`src/rtl/am_insert_tx.sv`:
```
// 40GBASE-R TX alignment marker insertion with per-lane BIP.
// Define AM_INSERT_BIP_EN to build the BIP accumulators (else BIP3=00, BIP7=FF).
module am_insert_tx #(
  parameter int LANE_N      = 4,
  parameter int HEAD_W      = 2,
  parameter int DATA_W      = 64,
  parameter int BLOCK_W     = HEAD_W + DATA_W,
  parameter int AM_INTERVAL = 16384
) (
  input  logic                      clk,
  input  logic                      reset,
  input  logic                      valid_i,
  output logic                      ready_o,
  input  logic [LANE_N*BLOCK_W-1:0] block_i,
  input  logic                      ready_i,
  output logic                      valid_o,
  output logic                      am_v_o,
  output logic [LANE_N*BLOCK_W-1:0] block_o
);

  localparam int CW = (AM_INTERVAL > 1) ? $clog2(AM_INTERVAL) : 1;
  localparam logic [CW-1:0] CNT_MAX = CW'(AM_INTERVAL - 1);

  // {M2,M1,M0} so that M0 lands in data[7:0]
  function automatic logic [23:0] am_m(input int l);
    logic [23:0] m;
    case (l)
      0:       m = 24'h477690;
      1:       m = 24'hE6C4F0;
      2:       m = 24'h9B65C5;
      default: m = 24'h3D79A2;
    endcase
    return m;
  endfunction

  function automatic logic [BLOCK_W-1:0] am_blk(
    input int         l,
    input logic [7:0] bip
  );
    logic [23:0] m;
    m = am_m(l);
    return {~bip, ~m, bip, m, 2'b01};
  endfunction

  function automatic logic [7:0] fold(input logic [BLOCK_W-1:0] b);
    logic [7:0] f;
    f = '0;
    for (int i = 0; i < 8; i++) begin
      for (int k = 0; k < 8; k++) begin
        f[i] = f[i] ^ b[2+i+8*k];
      end
    end
    f[3] = f[3] ^ b[0];
    f[4] = f[4] ^ b[1];
    return f;
  endfunction

  logic                      valid_q, valid_d;
  logic                      am_q, am_d;
  logic [LANE_N*BLOCK_W-1:0] block_q, block_d;
  logic [CW-1:0]             cnt_q, cnt_d;
`ifdef AM_INSERT_BIP_EN
  logic [LANE_N-1:0][7:0]    acc_q, acc_d;
`endif

  logic                      adv;
  logic                      am_slot;
  logic [CW-1:0]             cnt_inc;
  logic [BLOCK_W-1:0]        am_l;

  always_comb begin
    adv     = ready_i | ~valid_q;
    am_slot = (cnt_q == '0);
    cnt_inc = (cnt_q == CNT_MAX) ? '0 : cnt_q + CW'(1);
    ready_o = ~reset & adv & ~am_slot;
    valid_d = valid_q;
    am_d    = am_q;
    block_d = block_q;
    cnt_d   = cnt_q;
    am_l    = '0;
`ifdef AM_INSERT_BIP_EN
    acc_d   = acc_q;
`endif
    if (adv) begin
      if (am_slot) begin
        valid_d = 1'b1;
        am_d    = 1'b1;
        cnt_d   = cnt_inc;
        for (int l = 0; l < LANE_N; l++) begin
`ifdef AM_INSERT_BIP_EN
          am_l     = am_blk(l, acc_q[l]);
          // the AM itself opens the next interval
          acc_d[l] = fold(am_l);
`else
          am_l     = am_blk(l, 8'h00);
`endif
          block_d[l*BLOCK_W +: BLOCK_W] = am_l;
        end
      end else if (valid_i) begin
        valid_d = 1'b1;
        am_d    = 1'b0;
        block_d = block_i;
        cnt_d   = cnt_inc;
`ifdef AM_INSERT_BIP_EN
        for (int l = 0; l < LANE_N; l++) begin
          acc_d[l] = acc_q[l] ^ fold(block_i[l*BLOCK_W +: BLOCK_W]);
        end
`endif
      end else begin
        valid_d = 1'b0;
        am_d    = 1'b0;
      end
    end
  end

  always_ff @(posedge clk or posedge reset) begin
    if (reset) begin
      valid_q <= 1'b0;
      am_q    <= 1'b0;
      block_q <= '0;
      cnt_q   <= '0;
`ifdef AM_INSERT_BIP_EN
      acc_q   <= '0;
`endif
    end else begin
      valid_q <= valid_d;
      am_q    <= am_d;
      block_q <= block_d;
      cnt_q   <= cnt_d;
`ifdef AM_INSERT_BIP_EN
      acc_q   <= acc_d;
`endif
    end
  end

  assign valid_o = valid_q;
  assign am_v_o  = am_q;
  assign block_o = block_q;

endmodule

```
`config.mk`:
```
export PLATFORM = sky130hd
export DESIGN_NAME = am_insert_tx
export DESIGN_NICKNAME = d
export VERILOG_FILES = /design/src/rtl/am_insert_tx.sv
export SDC_FILE = /design/constraint.sdc
export NUM_CORES = 1
export LEC_CHECK = 0
export ABC_AREA = 1
export CAP_MARGIN = 20
export CORE_AREA = 2 2 207 209
export DETAILED_ROUTE_END_ITERATION = 8
export DIE_AREA = 0 0 209 211
export PLACE_DENSITY_LB_ADDON = 0.15
export SETUP_SLACK_MARGIN = 0.5
export SLEW_MARGIN = 5
export SYNTH_ARGS = -nofsm -noshare
export SYNTH_HDL_FRONTEND = slang
export SYNTH_SLANG_ARGS = --single-unit
```
`constraint.sdc`:
```
create_clock -name clk -period 12.4 [get_ports clk]
set_input_delay 2.48 -clock clk [delete_from_list [all_inputs] [get_ports clk]]
set_output_delay 2.48 -clock clk [all_outputs]
set_load 0.02 [all_outputs]
```
==> impl_metrics.csv <==
group,metric,value,unit
run_status,status,"complete, no violations",
global_routing,grt_pass1_wl,62300,um
synth,synth.distinct_cells,23,
route,post_drt_wl_per_cell,17.3,um
route,drc,0,
layout,drive_gt1_frac,0.0367,
worst_setup_path,worstSetupEndpointType,"primary output",
placed_design,gp_congestion,0.764,
synth,syn_area,0.0115,mm2
route,postRouteAntennaNets,0,
worst_setup_path,max_stage_delay,0.60,ns
worst_setup_path,worstReg2RegStart,"cnt_q[0]$_DFFE_PP0P_",
clock_tree,cts_tree,"built",
clock_tree,cts.clk_slew.worst_paths,0.06,ns
floorplan,coreArea,0.0418,mm2
worst_setup_path,crit_type,"in -> out",
clock_tree,clock_latency,0.53,ns
placed_design,io_buffers,534,
layout,seq_area,0.00701,mm2
layout,final_cells,2337,
clock_tree,cts.path.max_buffers,3,
worst_setup_path,r2r-end,"block_o[37]$_DFFE_PP0P_",
synth,avgSynthCellArea,8.87,um2
synth,synth_top_flop_cell,"dfrtp_1",
layout,nNetsFinal,2044,
route,wl,40400,um
floorplan,io_pins,535,
pwr,seqPwrFrac,0.296,
synth,synth_edf_count,0,
timing,slew_violations,0,
placed_design,place_hpwl,27100,um
layout,area_growth,58.8,%
layout,mostFrequentLayoutCell,"clkdlybuf4s50_1",
global_routing,overflow,0,
pwr,p_sw_frac,0.436,
timing,fmax,147,MHz
clock_tree,hold_buffers,0,
synth,synth_seq_cells,280,
floorplan,num_rows,75,
clock_tree,cts_resized,0,
layout,nFillCells,4072,
floorplan,die_y,211,um
global_routing,grt_pass1_vias,10400,
route,drt-initial-drc-count,616,
layout,final_cell_area,0.0183,mm2
pwr,p_per_area,299,mW/mm2
timing,whs,0.485,ns
placed_design,placed_area,0.0172,mm2
synth,ys_seq_area_frac,0.608,
layout,final_util,0.438,
worst_setup_path,cp_data_required_time,9.92,ns
synth,synthesis.nets,1568,
job,drv_cap,0,
worst_hold_path,worstHoldStart,"block_o[207]$_DFFE_PP0P_",
worst_setup_path,reg2reg_depth,10,
synth,syn_inst,1298,
route,via_per_inst,4.50,
worst_setup_path,cp_cell_sequence,"clkdlybuf4s50_1, inv_8, and3_1, clkdlybuf4s50_1",
layout,mostFrequentLayoutCells,"clkdlybuf4s50_1 (534), nand2_1 (442), dfrtp_1 (280), o21ai_1 (275), a21oi_1 (134)",
synth,async_reset_ff_frac,1.00,
layout,multi_input_area,0.00401,mm2
pwr,clkPwrFrac,0.180,
global_routing,antenna_found_initial,4,
synth,yosysWarnings,0,
placed_design,dp_cells,2277,
floorplan,fp.dieW,209,um
timing,tightest_slew,1.14,ns
worst_setup_path,startpoint_type,"input pin",
worst_setup_path,path_max_fanout,84,
worst_hold_path,hold_class,"reg -> reg",
pwr,comb_power_share,0.524,
floorplan,start_util,0.276,
worst_setup_path,cpMostUsedCell,"clkdlybuf4s50_1",
timing,finalHoldViolations,0,
worst_setup_path,critical_path_arrival,4.30,ns
timing,post-route-period-util,0.547,
timing,fin_setup_tns,0,ns
global_routing,grt_max_degree,255,
clock_tree,clockRootBuffer,"clkbuf_16",
clock_tree,post_cts_buffers,0,
timing,fin_skew,0.0227,ns
pwr,vdd_drop_max,0.217,mV
pwr,p_int,3.09,mW
worst_setup_path,reg2reg_slack,8.66,ns
pwr,switchingPower,2.39,mW
timing,max-slew-margin-rel,0.243,
timing,layout_min_cycle_time,6.78,ns
clock_tree,htreeDepth,2,
pwr,p_leak,7.99,nW
floorplan,die_area,0.0441,mm2
clock_tree,cts-buffers-inserted,34,
worst_setup_path,crit_slowest_cell,"clkdlybuf4s50_1",
route,dr.pass1.iters,4,
timing,rsz0062_at_grt,"false",
timing,setup_viol,0,
worst_hold_path,hold_end,"block_o[207]$_DFFE_PP0P_",
global_routing,grt_use_total,0.180,
route,dr_total_vias,10500,
clock_tree,cts_num_sinks,280,
worst_hold_path,hold_depth,2,
## Yosys cell counts, types with 2 or more instances
library cell / instances / area, um2
clkbuf_1: 64 / 240
xor2_1: 5 / 43.8
nand2_1: 443 / 1660
o21ai_0: 4 / 20.0
buf_6: 4 / 45.0
o21ai_1: 275 / 1380
buf_4: 3 / 22.5
dfrtp_1: 280 / 7010
buf_1: 2 / 7.51
nand3_1: 10 / 50.1
a21oi_1: 134 / 671
buf_2: 30 / 150
nor2_1: 18 / 67.6
inv_1: 13 / 48.8
nand4_1: 4 / 25.0
ha_1: 2 / 25.0
## logic make-up after synthesis
group	count (synthesis)	synth area share
buffers and inverters	116	0.0447
AOI/OAI and AO/OA	415	0.181
and+or+nand+nor	479	0.159
adders and majority gates	2	0.00217
xor gates and xnor gates	6	0.00456
DFF	280	0.608
## registers in the layout (all words and copies together) (netlist names)
| name | cells |
|---|---|
| am_v_o | 1 |
| block_o | 264 |
| cnt_q | 14 |
| valid_o | 1 |
## metrics by stage
step                      setup WS (ns)  power [mW]
after global routing               5.45        5.87
after floorplan                   0.791        3.20
after global placement             5.52        4.52
after CTS                          5.53        5.57
final                              5.62        5.48
after detailed placement           5.55        4.55
## metal layers
metal | routed length, um | share of wire | GRT usage
met5 | 13 | 0.00032 | 0
met4 | 836 | 0.021 | 0.0552
met3 | 3870 | 0.096 | 0.0706
met2 | 18600 | 0.46 | 0.289
met1 | 17100 | 0.42 | 0.224
## critical path: cells and delay by family
kind | cells | cell delay [ns]
buffers and inverters | 3 | 1.54
AND/OR/NAND/NOR | 1 | 0.26
## worst max-delay path by stage
stage | end | cells after the start | startpoint | slack, ns
after floorplan | ready_o | 2 | reset | 0.79
after global placement | ready_o | 4 | reset | 5.52
after detailed placement | ready_o | 4 | reset | 5.55
after CTS | ready_o | 4 | reset | 5.53
after global routing | ready_o | 4 | reset | 5.45
final | ready_o | 4 | reset | 5.62
## power by group through the flow
stage | logic, mW | registers (mW) | clock network, mW
after detailed placement | 2.92 | 1.62 | 0
final | 2.87 | 1.62 | 0.986
after global placement | 2.91 | 1.61 | 0
after global routing | 3.13 | 1.68 | 1.06
after CTS | 2.93 | 1.62 | 1.02
after floorplan | 1.07 | 2.13 | 0
## final cells by class
type | instances | area share
diodes | 2 | 0.000274
clock buffers | 49 | 0.0551
clock inverters | 9 | 0.00404
inverters | 13 | 0.00308
multi-input cells | 902 | 0.219
flip-flops and latches | 280 | 0.383
well taps | 539 | 0.0369
repair buffers | 543 | 0.298
No activity file was read; power rests on OpenSTA's default activity.
